<file path="src/rtl/bus_pkg.sv">
// rtl/bus_pkg.sv - shared state and fault-source encodings for the bus fault monitor
package bus_pkg;

  // Width of the shared wait/watchdog cycle counter; covers TIMEOUT up to 65535.
  localparam int unsigned CTR_W = 16;

  typedef enum logic [2:0] {
    IDLE  = 3'd0,
    WAIT  = 3'd1,
    WATCH = 3'd2,
    ERR   = 3'd3,
    DONE  = 3'd4
  } bus_state_e;

  typedef enum logic {
    SRC_UNMAPPED = 1'b0,
    SRC_TIMEOUT  = 1'b1
  } fault_src_e;

endpackage

</file>
<file path="src/rtl/sat_counter.sv">
// rtl/sat_counter.sv - saturating up-counter with synchronous clear
module sat_counter #(
  parameter int unsigned W = 8
) (
  input  logic         clk,
  input  logic         rst_n,
  input  logic         inc,
  input  logic         clr,
  output logic [W-1:0] count
);

  logic [W-1:0] count_q, count_d;

  // Clear wins over increment; the count sticks at all-ones once reached.
  always_comb begin
    count_d = count_q;
    if (clr) begin
      count_d = '0;
    end else if (inc && (count_q != {W{1'b1}})) begin
      count_d = count_q + W'(1);
    end
  end

  // Count register.
  always_ff @(posedge clk or negedge rst_n) begin
    if (!rst_n) begin
      count_q <= '0;
    end else begin
      count_q <= count_d;
    end
  end

  assign count = count_q;

endmodule

</file>
<file path="src/rtl/bus_fault.sv">
// rtl/bus_fault.sv - 68k bus error generator for unmapped regions and DTACK watchdog
module bus_fault
  import bus_pkg::*;
#(
  parameter int unsigned ADDR_W   = 24,
  parameter int unsigned NREG     = 4,
  parameter int unsigned WAIT_CYC = 2,
  parameter int unsigned TIMEOUT  = 64,
  parameter int unsigned CNT_W    = 8
) (
  input  logic              clk,
  input  logic              rst_n,
  input  logic              as_n,
  input  logic [ADDR_W-1:0] addr,
  input  logic [2:0]        fc,
  input  logic              rw,
  input  logic [NREG-1:0]   region_en,
  input  logic              dtack_in_n,
  output logic              berr_n,
  output logic              berr_oe,
  output logic              fault_valid,
  output logic [ADDR_W-1:0] fault_addr,
  output logic [2:0]        fault_fc,
  output logic              fault_rw,
  output logic              fault_src,
  input  logic              fault_clr,
  output logic [CNT_W-1:0]  fault_count
);

  localparam logic [CTR_W-1:0] WAIT_LD = CTR_W'(WAIT_CYC);
  localparam logic [CTR_W-1:0] TO_LAST = CTR_W'(TIMEOUT - 1);

  bus_state_e          state_q, state_d;
  logic [CTR_W-1:0]    cnt_q, cnt_d;
  logic                as_prev_q;
  logic                cycle_start;
  logic                err_entry;
  logic [ADDR_W-1:0]   cyc_addr_q;
  logic [2:0]          cyc_fc_q;
  logic                cyc_rw_q;
  logic                fault_valid_q, fault_valid_d;
  logic [ADDR_W-1:0]   fault_addr_q, fault_addr_d;
  logic [2:0]          fault_fc_q, fault_fc_d;
  logic                fault_rw_q, fault_rw_d;
  fault_src_e          fault_src_q, fault_src_d;
  logic                berr_oe_q;

  // as_prev_q resets low so a cycle already under way at reset release is not
  // mistaken for a fresh strobe; a high sample must be seen first.
  assign cycle_start = as_prev_q && !as_n;
  assign err_entry   = (state_d == ERR) && (state_q != ERR);

  // Next-state and counter: wait-count for unmapped hits, count-up watchdog otherwise.
  always_comb begin
    state_d = state_q;
    cnt_d   = cnt_q;
    unique case (state_q)
      IDLE: begin
        if (cycle_start) begin
          if (|region_en) begin
            state_d = WAIT;
            cnt_d   = WAIT_LD;
          end else begin
            state_d = WATCH;
            cnt_d   = '0;
          end
        end
      end
      WAIT: begin
        if (as_n) begin
          state_d = IDLE;
          cnt_d   = '0;
        end else if (cnt_q == '0) begin
          state_d = ERR;
        end else begin
          cnt_d = cnt_q - CTR_W'(1);
        end
      end
      WATCH: begin
        if (as_n) begin
          state_d = IDLE;
          cnt_d   = '0;
        end else if (!dtack_in_n) begin
          state_d = DONE;
          cnt_d   = '0;
        end else if (cnt_q == TO_LAST) begin
          state_d = ERR;
          cnt_d   = '0;
        end else begin
          cnt_d = cnt_q + CTR_W'(1);
        end
      end
      ERR: begin
        if (as_n) begin
          state_d = IDLE;
          cnt_d   = '0;
        end
      end
      DONE: begin
        if (as_n) begin
          state_d = IDLE;
        end
      end
      default: begin
        state_d = IDLE;
        cnt_d   = '0;
      end
    endcase
  end

  // Fault record: first fault wins unless a clear lands on the same clock as a new one.
  always_comb begin
    fault_valid_d = fault_valid_q;
    fault_addr_d  = fault_addr_q;
    fault_fc_d    = fault_fc_q;
    fault_rw_d    = fault_rw_q;
    fault_src_d   = fault_src_q;
    if (err_entry && (!fault_valid_q || fault_clr)) begin
      fault_valid_d = 1'b1;
      fault_addr_d  = cyc_addr_q;
      fault_fc_d    = cyc_fc_q;
      fault_rw_d    = cyc_rw_q;
      fault_src_d   = (state_q == WAIT) ? SRC_UNMAPPED : SRC_TIMEOUT;
    end else if (fault_clr) begin
      fault_valid_d = 1'b0;
    end
  end

  // State, counter, strobe history and registered bus error drive.
  always_ff @(posedge clk or negedge rst_n) begin
    if (!rst_n) begin
      state_q   <= IDLE;
      cnt_q     <= '0;
      as_prev_q <= 1'b0;
      berr_oe_q <= 1'b0;
    end else begin
      state_q   <= state_d;
      cnt_q     <= cnt_d;
      as_prev_q <= as_n;
      berr_oe_q <= (state_d == ERR);
    end
  end

  // Bus attributes are latched at the strobe so late address changes do not leak into the record.
  always_ff @(posedge clk or negedge rst_n) begin
    if (!rst_n) begin
      cyc_addr_q <= '0;
      cyc_fc_q   <= '0;
      cyc_rw_q   <= 1'b0;
    end else if ((state_q == IDLE) && cycle_start) begin
      cyc_addr_q <= addr;
      cyc_fc_q   <= fc;
      cyc_rw_q   <= rw;
    end
  end

  // Fault record registers.
  always_ff @(posedge clk or negedge rst_n) begin
    if (!rst_n) begin
      fault_valid_q <= 1'b0;
      fault_addr_q  <= '0;
      fault_fc_q    <= '0;
      fault_rw_q    <= 1'b0;
      fault_src_q   <= SRC_UNMAPPED;
    end else begin
      fault_valid_q <= fault_valid_d;
      fault_addr_q  <= fault_addr_d;
      fault_fc_q    <= fault_fc_d;
      fault_rw_q    <= fault_rw_d;
      fault_src_q   <= fault_src_d;
    end
  end

  sat_counter #(
    .W (CNT_W)
  ) u_fault_cnt (
    .clk   (clk),
    .rst_n (rst_n),
    .inc   (err_entry),
    .clr   (1'b0),
    .count (fault_count)
  );

  assign berr_oe     = berr_oe_q;
  assign berr_n      = ~berr_oe_q;
  assign fault_valid = fault_valid_q;
  assign fault_addr  = fault_addr_q;
  assign fault_fc    = fault_fc_q;
  assign fault_rw    = fault_rw_q;
  assign fault_src   = fault_src_q;

endmodule

</file>
<file path="config.mk">
export PLATFORM = sky130hd
export DESIGN_NAME = bus_fault
export DESIGN_NICKNAME = d
export VERILOG_FILES = /design/src/rtl/bus_pkg.sv /design/src/rtl/sat_counter.sv /design/src/rtl/bus_fault.sv
export SDC_FILE = /design/constraint.sdc
export NUM_CORES = 1
export LEC_CHECK = 0
export BUFFER_PORTS_ARGS = -buffer_cell sky130_fd_sc_hd__buf_2
export CAP_MARGIN = 20
export CORE_MARGIN = 3
export CORE_UTILIZATION = 55
export DETAILED_ROUTE_END_ITERATION = 8
export PLACE_DENSITY = 0.79
export SYNTH_ARGS = -nofsm -noshare
export SYNTH_HDL_FRONTEND = slang
export SYNTH_SLANG_ARGS = --single-unit
</file>
<file path="constraint.sdc">
create_clock -name clk -period 2.71 [get_ports clk]
set_clock_uncertainty 0.05 [all_clocks]
set_input_delay 0.6775 -clock clk [delete_from_list [all_inputs] [get_ports clk]]
set_output_delay 0.6775 -clock clk [all_outputs]
set_load 0.02 [all_outputs]
</file>
Yosys cells after proc, flatten, opt, wreduce, memory -nomap -nowiden:

Index checks and enable logic that the tools add are counted.

* add/sub/neg operators: 3
* bitwise operators: 2
* equal/unequal tests: 11
* mux-type cells: 21
* reduce and logical (&&, ||, !) cells: 14

Operators with widths (number)
* $mux W16: 7
* $pmux W16 S5: 1
* $mux W3: 7
* $add A16 B1 Y16 const B: 1
* $eq A16 B6 Y1 const B: 1
* $logic_not A16 Y1: 1
* $sub A16 B1 Y16 const B: 1
* $pmux W3 S4: 1
* $eq A3 B2 Y1 const B: 3
* $add A8 B1 Y8 const B: 1
* $ne A8 B8 Y1 const B: 1
* $logic_and A1 B1 Y1: 5
* $mux W2: 2
* $ne A2 B2 Y1 const B: 2
* $reduce_and A4 Y1: 1
* $reduce_or A4 Y1: 1
* $eq A3 B1 Y1 const B: 1
* $eq A3 B3 Y1 const B: 1
* $logic_not A3 Y1: 1
* $mux W1: 3
* $ne A3 B2 Y1 const B: 1
* $ne A3 B3 Y1 const B: 1
* $logic_not A1 Y1: 2
* $not A1 Y1: 2
* 3 further kinds: 3

* bits in registers: 87
* logic and storage cells: 64
* input port bits: 37

Depth between registers and ports, before layout:

Gate-level depths: netlist of the first run.

* depth after elaboration: 9
* depth in mapped cells: 9

Cells and area by module:

From an unflattened synthesis of the first run, not the netlist that was laid out.

* cells, all modules: 397
* area, all modules: 4464.3 µm²

By module, submodules not included
* bus_fault: area an instance 4000.1 µm², cells each 348, times used 1, sequential area each 1976.9 µm²
* sat_counter: area an instance 464.2 µm², cells each 49, times used 1, sequential area each 200.2 µm²

Least setup slack after synthesis of the first run:

Ideal clock, no wire load.

* path type: input -> register
* start: input dtack_in_n
* end: register u_fault_cnt.count_q[1] (netlist: u_fault_cnt.count[1])
* setup time: 0.125 ns
* cell stages on the path: 6
* slack: 0.147 ns
* arrival: 2.388 ns
* path buffers: 1
* cells stage by stage: or4b_1 -> buf_2 -> o41ai_4 -> o21ai_2 -> nor3_2 -> mux2_2

* longest elaborated chain between the ends: 6

RTL lines
* start: declaration: RTL line bus_fault.sv:18 `input logic dtack_in_n,`
* $mux W3: RTL line bus_fault.sv:83 `end else if (!dtack_in_n) begin`
* $mux W3: RTL line bus_fault.sv:80 `if (as_n) begin`
* $pmux W3 S4: RTL line bus_fault.sv:57 `unique case (state_q)`
* net state_d[0]: RTL line bus_fault.sv:33 `bus_state_e state_q, state_d;`
* $eq A3 B2 Y1: RTL line bus_fault.sv:51 `assign err_entry = (state_d == ERR) && (state_q != ERR);`
* $logic_and A1 B1 Y1: RTL line bus_fault.sv:51
* $logic_and A1 B1 Y1: RTL line sat_counter.sv:19 `end else if (inc && (count_q != {W{1'b1}})) begin`
* end signal: assignment: RTL line sat_counter.sv:29 `count_q <= count_d;`
* end: declaration: RTL line sat_counter.sv:12 `logic [W-1:0] count_q, count_d;`

The timed path passes the listed nets, and every way through them passes these cells.
A chain may end at the register's enable or synchronous reset.

Worst setup path in the final report of the first run:

* start: register state_q[2]
* end: register u_fault_cnt.count_q[1] (netlist: u_fault_cnt.count[1])

* longest elaborated chain between the ends: 7
* elaborated cells between the ends (all ways): 18
* those cells by class: eq/ne: 6; mux: 8; reduce/logical: 4

RTL lines
* start: declaration: RTL line bus_fault.sv:33
* start signal: assignment: RTL line bus_fault.sv:137 `state_q <= state_d;`
* $mux W3: RTL line bus_fault.sv:86 `end else if (cnt_q == TO_LAST) begin`
* $mux W3: RTL line bus_fault.sv:83
* $mux W3: RTL line bus_fault.sv:80
* $pmux W3 S4: RTL line bus_fault.sv:57
* $eq A3 B2 Y1: RTL line bus_fault.sv:51
* $logic_and A1 B1 Y1 (*): RTL line bus_fault.sv:51
* $logic_and A1 B1 Y1 (*): RTL line sat_counter.sv:19

Every way passes the cells marked *; elsewhere a longest branch is shown, timed or not.

==> results_dict.tcl, run 1 <==
set metrics [dict create \
    outcome "finished clean" \
    fp.dieH_um 93.3 \
    worstPathRequired_ns 2.93 \
    grt_use_total_pct 23.4 \
    worst_path_largest_cell_delay_ns 0.59 \
    p_per_area_nw_per_um2 1070 \
    dr_total_vias 3377 \
    io_buffers 76 \
    postSynth.topFlopCell "dfrtp_1" \
    drc 0 \
    via_per_inst 5.92 \
    yosysSeqAreaShare_pct 52.0 \
    coreArea_um2 7330 \
    layout-drive-gt1-share_pct 38.9 \
    place_inst 554 \
    synth.largest_area_cell "dfrtp_1" \
    crit_family "simple AND/OR/NAND/NOR gates" \
    yosys_register_bits 87 \
    cts_buffers 9 \
    hold_path.class "in2async" \
    timing.final.crit_share_pct 92.9 \
    ys.warnings.count 0 \
    cts.path.max_buffers 2 \
    r2r-start "state_q[2]$_DFF_PN0_" \
    crit_end "u_fault_cnt.count[1]$_DFFE_PN0P_" \
    clk_pin_slew_worst_paths_ns 0.10 \
    cts_resized 0 \
    rows 31 \
    leakage_uw 0.00240 \
    ir_drop_mv 0.723 \
    antenna_found_initial 0 \
    synth_nets 419 \
    fillers 539 \
    cp_max_fo 10 \
    first_global_vias 3340 \
    cts.htree.levels 3 \
    dieArea_um2 8700 \
    dpl.hpwl_um 6540 \
    crit_start "state_q[2]$_DFF_PN0_" \
    ys_types 54 \
    synthTopCellsByCount "dfrtp_1 (87), mux2_2 (57), nor2_1 (24)" \
    final_area_um2 5030 \
    slew_headroom_pct 51.7 \
    hold_viol 0 \
    io_pins 77 \
    post_dp_cell_area_um2 4810 \
    synth-edff-count 0 \
    antenna_left 0 \
    syn_to_final_growth_pct 20.0 \
    grt_pass1_wl_um 15900 \
    syn_avg_cell_area_um2 11.1 \
    gp_congestion 0.885 \
    n_antenna_cell 0 \
    worstMarginPinSlew_ns 0.724 \
    crit_chain "or4b_1 > buf_4 > o22ai_1 > o21ai_2 > nor3_2 > mux2_2" \
    routed_wirelength_um 9430 \
    grt_max_degree 54 \
    slowest_stage "or4b_1" \
    seqCellArea_um2 2180 \
    synth.most_common_cell "dfrtp_1" \
    crit_buf_inv 1 \
    die_x_um 93.3 \
    crit_path_end_kind "flip-flop" \
    r2r_cells 6 \
    cts_tree "done" \
    finalCriticalPeriod_ns 2.52 \
    whs_ns 0.204 \
    multiInputGateArea_um2 1880 \
    cp_num_cells 6 \
    worstSetupPathType "reg2reg" \
    worst-endpoint-arrival_ns 2.73 \
    floorplan.initialDensity_pct 57.2 \
    drv_slew 0 \
    r2r-end "u_fault_cnt.count[1]$_DFFE_PN0P_" \
    r2r_setup_slack_ns 0.19 \
    maxCapViolations 0 \
    nets 507 \
    post-cts-setup-buffers 0 \
    clk_latency_ns 0.37 \
    syn_area_um2 4190 \
    rsz0062_at_grt "false" \
    setup_viol_count_final 0 \
    drtIter0Drc 238 \
    fin_cells 570 \
    startpoint_type "flip-flop" \
    ctsHoldBuffers 0 \
    wl_per_cell_um 16.5 \
    synth_cells 378 \
    first_pass_iters 4 \
    gr-total-overflow 0 \
    cts_root_buffer "clkbuf_8" \
    synth_area_leaders "dfrtp_1 (52%), mux2_2 (15%), a21oi_1 (2.4%)" \
    synth.top_cell.area_share_pct 52.0 \
    clock.fmax_mhz 397 \
    clock_sinks 87 \
    postSynth.asyncResetShare_pct 100 \
]
routing by layer:
layer	global-route usage, %	up-vias	share of wire (%)
met1	31.4	1646	43
met5	0	-	0
met4	8.30	0	1.5
met3	6.44	15	7.3
met2	36.7	136	48
li1	-	1580	-
worst min-delay path by stage:
stage	end	slack (ns)	cells after the start
3_3_place_gp	fault_src$_DFFE_PN0P_	0.42	2
3_5_place_dp	u_fault_cnt.count[6]$_DFFE_PN0P_	0.43	1
5_1_grt	cnt_q[7]$_DFFE_PN0P_	0.22	1
6_report	cnt_q[7]$_DFFE_PN0P_	0.20	1
2_1_floorplan	as_prev_q$_DFF_PN0_	0.33	0
4_1_cts	cnt_q[7]$_DFFE_PN0P_	0.21	1
cell type report:
| type | count | share of cell area (%) |
|---|---|---|
| Timing Repair Buffer | 100 | 11.7 |
| Inverter | 12 | 0.896 |
| Tap cell | 99 | 2.46 |
| Multi-Input combinational cell | 256 | 37.4 |
| Sequential cell | 87 | 43.3 |
| Clock buffer | 10 | 2.74 |
| Clock inverter | 6 | 1.49 |
cells by family after synthesis:
group,after synthesis,synth area share [%]
muxes,59,16.1
xor gates and xnor gates,8,1.67
and+or+nand+nor,106,13.1
DFF,87,52.0
buffers and inverters,35,3.25
adders and majority gates,4,1.19
AOI/OAI and AO/OA,79,12.7
cell usage in the layout, fill, tap and decap left out, drive strengths merged, types with 5 or more instances in the layout:
cell type	instances
xor2	5
o21ai	17
buf	100
nand2	19
inv	15
nand4	7
nor2	24
clkbuf	10
nand3	12
dfrtp	87
o22ai	7
nor4	8
a31oi	5
mux2	57
nor3	18
a21oi	20
worst reg2reg max path, stage by stage (launching register included):
cell,delay (ns)
dfrtp_1,0.50
or4b_1,0.59
buf_4,0.22
o22ai_1,0.26
o21ai_2,0.17
nor3_2,0.27
mux2_2,0.36
metrics by stage:
| step | TNS (ns) | total power, µW | worst slack [ns] | utilization (%) |
|---|---|---|---|---|
| after CTS | 0 | 5400 | 0.169 | 68.5 |
| final | 0 | 5400 | 0.193 | 68.6 |
| after global routing | 0 | 5770 | 0.0875 | 68.6 |
| after global placement | -0.0000488 | 4310 | -0.0000298 | 65.6 |
| after floorplan | 0 | 3660 | 0.147 | - |
| after detailed placement | -0.403 | 4430 | -0.0258 | 65.6 |
registers in the layout (all words and copies together), names as in the netlist, 3 cells and up:
name and count:
fault_fc 3, u_fault_cnt.count 8, state_q 3, fault_addr 24, cnt_q 16, cyc_addr_q 24
cyc_fc_q 3
power breakdown:
group,total (µW),internal (µW),switching [µW]
registers,2150,1780,365
logic,2270,986,1280
clock network,979,466,513
total,5400,3240,2160
Note: power is estimated with default switching activity, not from simulation.
==> run 2, diff against run 1 <==
- PLACE_DENSITY: 0.79 -> 0.77
==> results_dict.tcl, run 2 (synthesis gave the netlist of run 1 again) <==
set metrics [dict create \
    cp_max_fo 7 \
    io_buffers 76 \
    timing.final.crit_share_pct 94.0 \
    cts.path.max_buffers 2 \
    r2r-end "u_fault_cnt.count[1]$_DFFE_PN0P_" \
    grt_use_total_pct 22.9 \
    outcome "finished clean" \
    worstPathRequired_ns 2.92 \
    crit_path_end_kind "flip-flop" \
    nets 509 \
    leakage_uw 0.00241 \
    coreArea_um2 7330 \
    ctsHoldBuffers 0 \
    total_power_uw 5330 \
    rsz0062_at_grt "false" \
    die_x_um 93.3 \
    drtIter0Drc 281 \
    cts_tree "done" \
    worstMarginPinSlew_ns 0.726 \
    clk_pin_slew_worst_paths_ns 0.10 \
    post-cts-setup-buffers 0 \
    via_per_inst 5.93 \
    grt_pass1_wl_um 15800 \
    floorplan.initialDensity_pct 57.2 \
    first_global_vias 3302 \
    hold_viol 0 \
    gr-total-overflow 0 \
    first_pass_iters 5 \
    syn_to_final_growth_pct 20.2 \
    r2r_cells 7 \
    startpoint_type "flip-flop" \
    setup_viol_count_final 0 \
    worst-endpoint-arrival_ns 2.76 \
    drv_slew 0 \
    grt_max_degree 88 \
    clk_latency_ns 0.37 \
    whs_ns 0.269 \
    place_inst 556 \
    r2r-start "cnt_q[0]$_DFFE_PN0P_" \
    io_pins 77 \
    wl_per_cell_um 16.6 \
    antenna_found_initial 0 \
    rows 31 \
    routed_wirelength_um 9500 \
    mostFrequentLayoutCell "dfrtp_1" \
    dpl.hpwl_um 6550 \
    cts_root_buffer "clkbuf_8" \
    finalCriticalPeriod_ns 2.55 \
    slew_headroom_pct 51.2 \
    antenna_left 0 \
    fin_cells 572 \
    crit_start "cnt_q[0]$_DFFE_PN0P_" \
    worstSetupPathType "reg2reg" \
    cts.htree.levels 3 \
    dieArea_um2 8700 \
    n_antenna_cell 0 \
    layout-drive-gt1-share_pct 39.3 \
    fp.dieH_um 93.3 \
    drc 0 \
    hold_path.class "in2async" \
    cts_buffers 9 \
    crit_end "u_fault_cnt.count[1]$_DFFE_PN0P_" \
    fillers 564 \
    final_cell_mix "dfrtp_1 (87), buf_2 (75), mux2_2 (57), buf_4 (25), nor2_1 (24)" \
    gp_congestion 0.932 \
    clock.fmax_mhz 393 \
    clock_sinks 87 \
    r2r_setup_slack_ns 0.16 \
    maxCapViolations 0 \
    p_per_area_nw_per_um2 1060 \
    dr_total_vias 3391 \
    ir_drop_mv 0.612 \
]
run 2: worst max-delay path, stage by stage (launching register included):
cell     delay, ns
dfrtp_1       0.47
ha_1          0.24
nand3_1       0.10
or3_1         0.47
o41ai_4       0.33
o21ai_2       0.18
nor3_2        0.25
mux2_2        0.35
run 2: timing repair:
action	4_1_cts	5_1_grt
resized for setup	0	3
setup endpoints to repair	0	16
endpoints found under the hold margin	0	0
run 2: worst min-delay path by stage:
stage                                    from                        end  slack [ns]  depth (start not counted)
floorplan                               rst_n        as_prev_q$_DFF_PN0_        0.33                          0
detailed placement  fault_addr[1]$_DFFE_PN0P_  fault_addr[1]$_DFFE_PN0P_        0.44                          1
global placement        cnt_q[15]$_DFFE_PN0P_      cnt_q[15]$_DFFE_PN0P_        0.43                          1
CTS                                     rst_n          berr_oe$_DFF_PN0_        0.31                          2
finish                                  rst_n       cnt_q[7]$_DFFE_PN0P_        0.27                          2
global route                            rst_n       cnt_q[7]$_DFFE_PN0P_        0.30                          2
run 2: cell type report:
type / count / area [µm²] / share of cell area, %
inverters: 12 / 45.0 / 0.895
well taps: 99 / 124 / 2.46
clock inverters: 7 / 73.8 / 1.47
clock buffers: 9 / 124 / 2.46
flip-flops and latches: 87 / 2180 / 43.2
multi-input cells: 256 / 1890 / 37.5
repair buffers: 102 / 603 / 12.0
run 2: metrics by stage:
stage / utilization, % / TNS [ns] / area, µm² / setup WS (ns)
finish: 68.7 / 0 / 5030 / 0.162
global route: 68.7 / 0 / 5030 / 0.0246
CTS: 68.5 / 0 / 5020 / 0.154
detailed placement: 65.8 / -1.59 / 4830 / -0.0701
global placement: 65.8 / -0.444 / 4830 / -0.0203
floorplan: - / 0 / 4190 / 0.147
run 2: power breakdown:
group	internal (µW)	switching [µW]	leakage (µW)
clock network	362	537	0.000101
registers	1780	365	0.00110
logic	975	1310	0.00120
total	3120	2210	0.00241
run 2: per-layer routing:
layer	part of all wire [%]	vias to the layer above	GRT usage, %
li1	-	1584	-
met1	42	1645	29.3
met2	48	150	37.0
met3	8.8	12	7.96
met4	1.3	0	6.23
met5	0	-	0
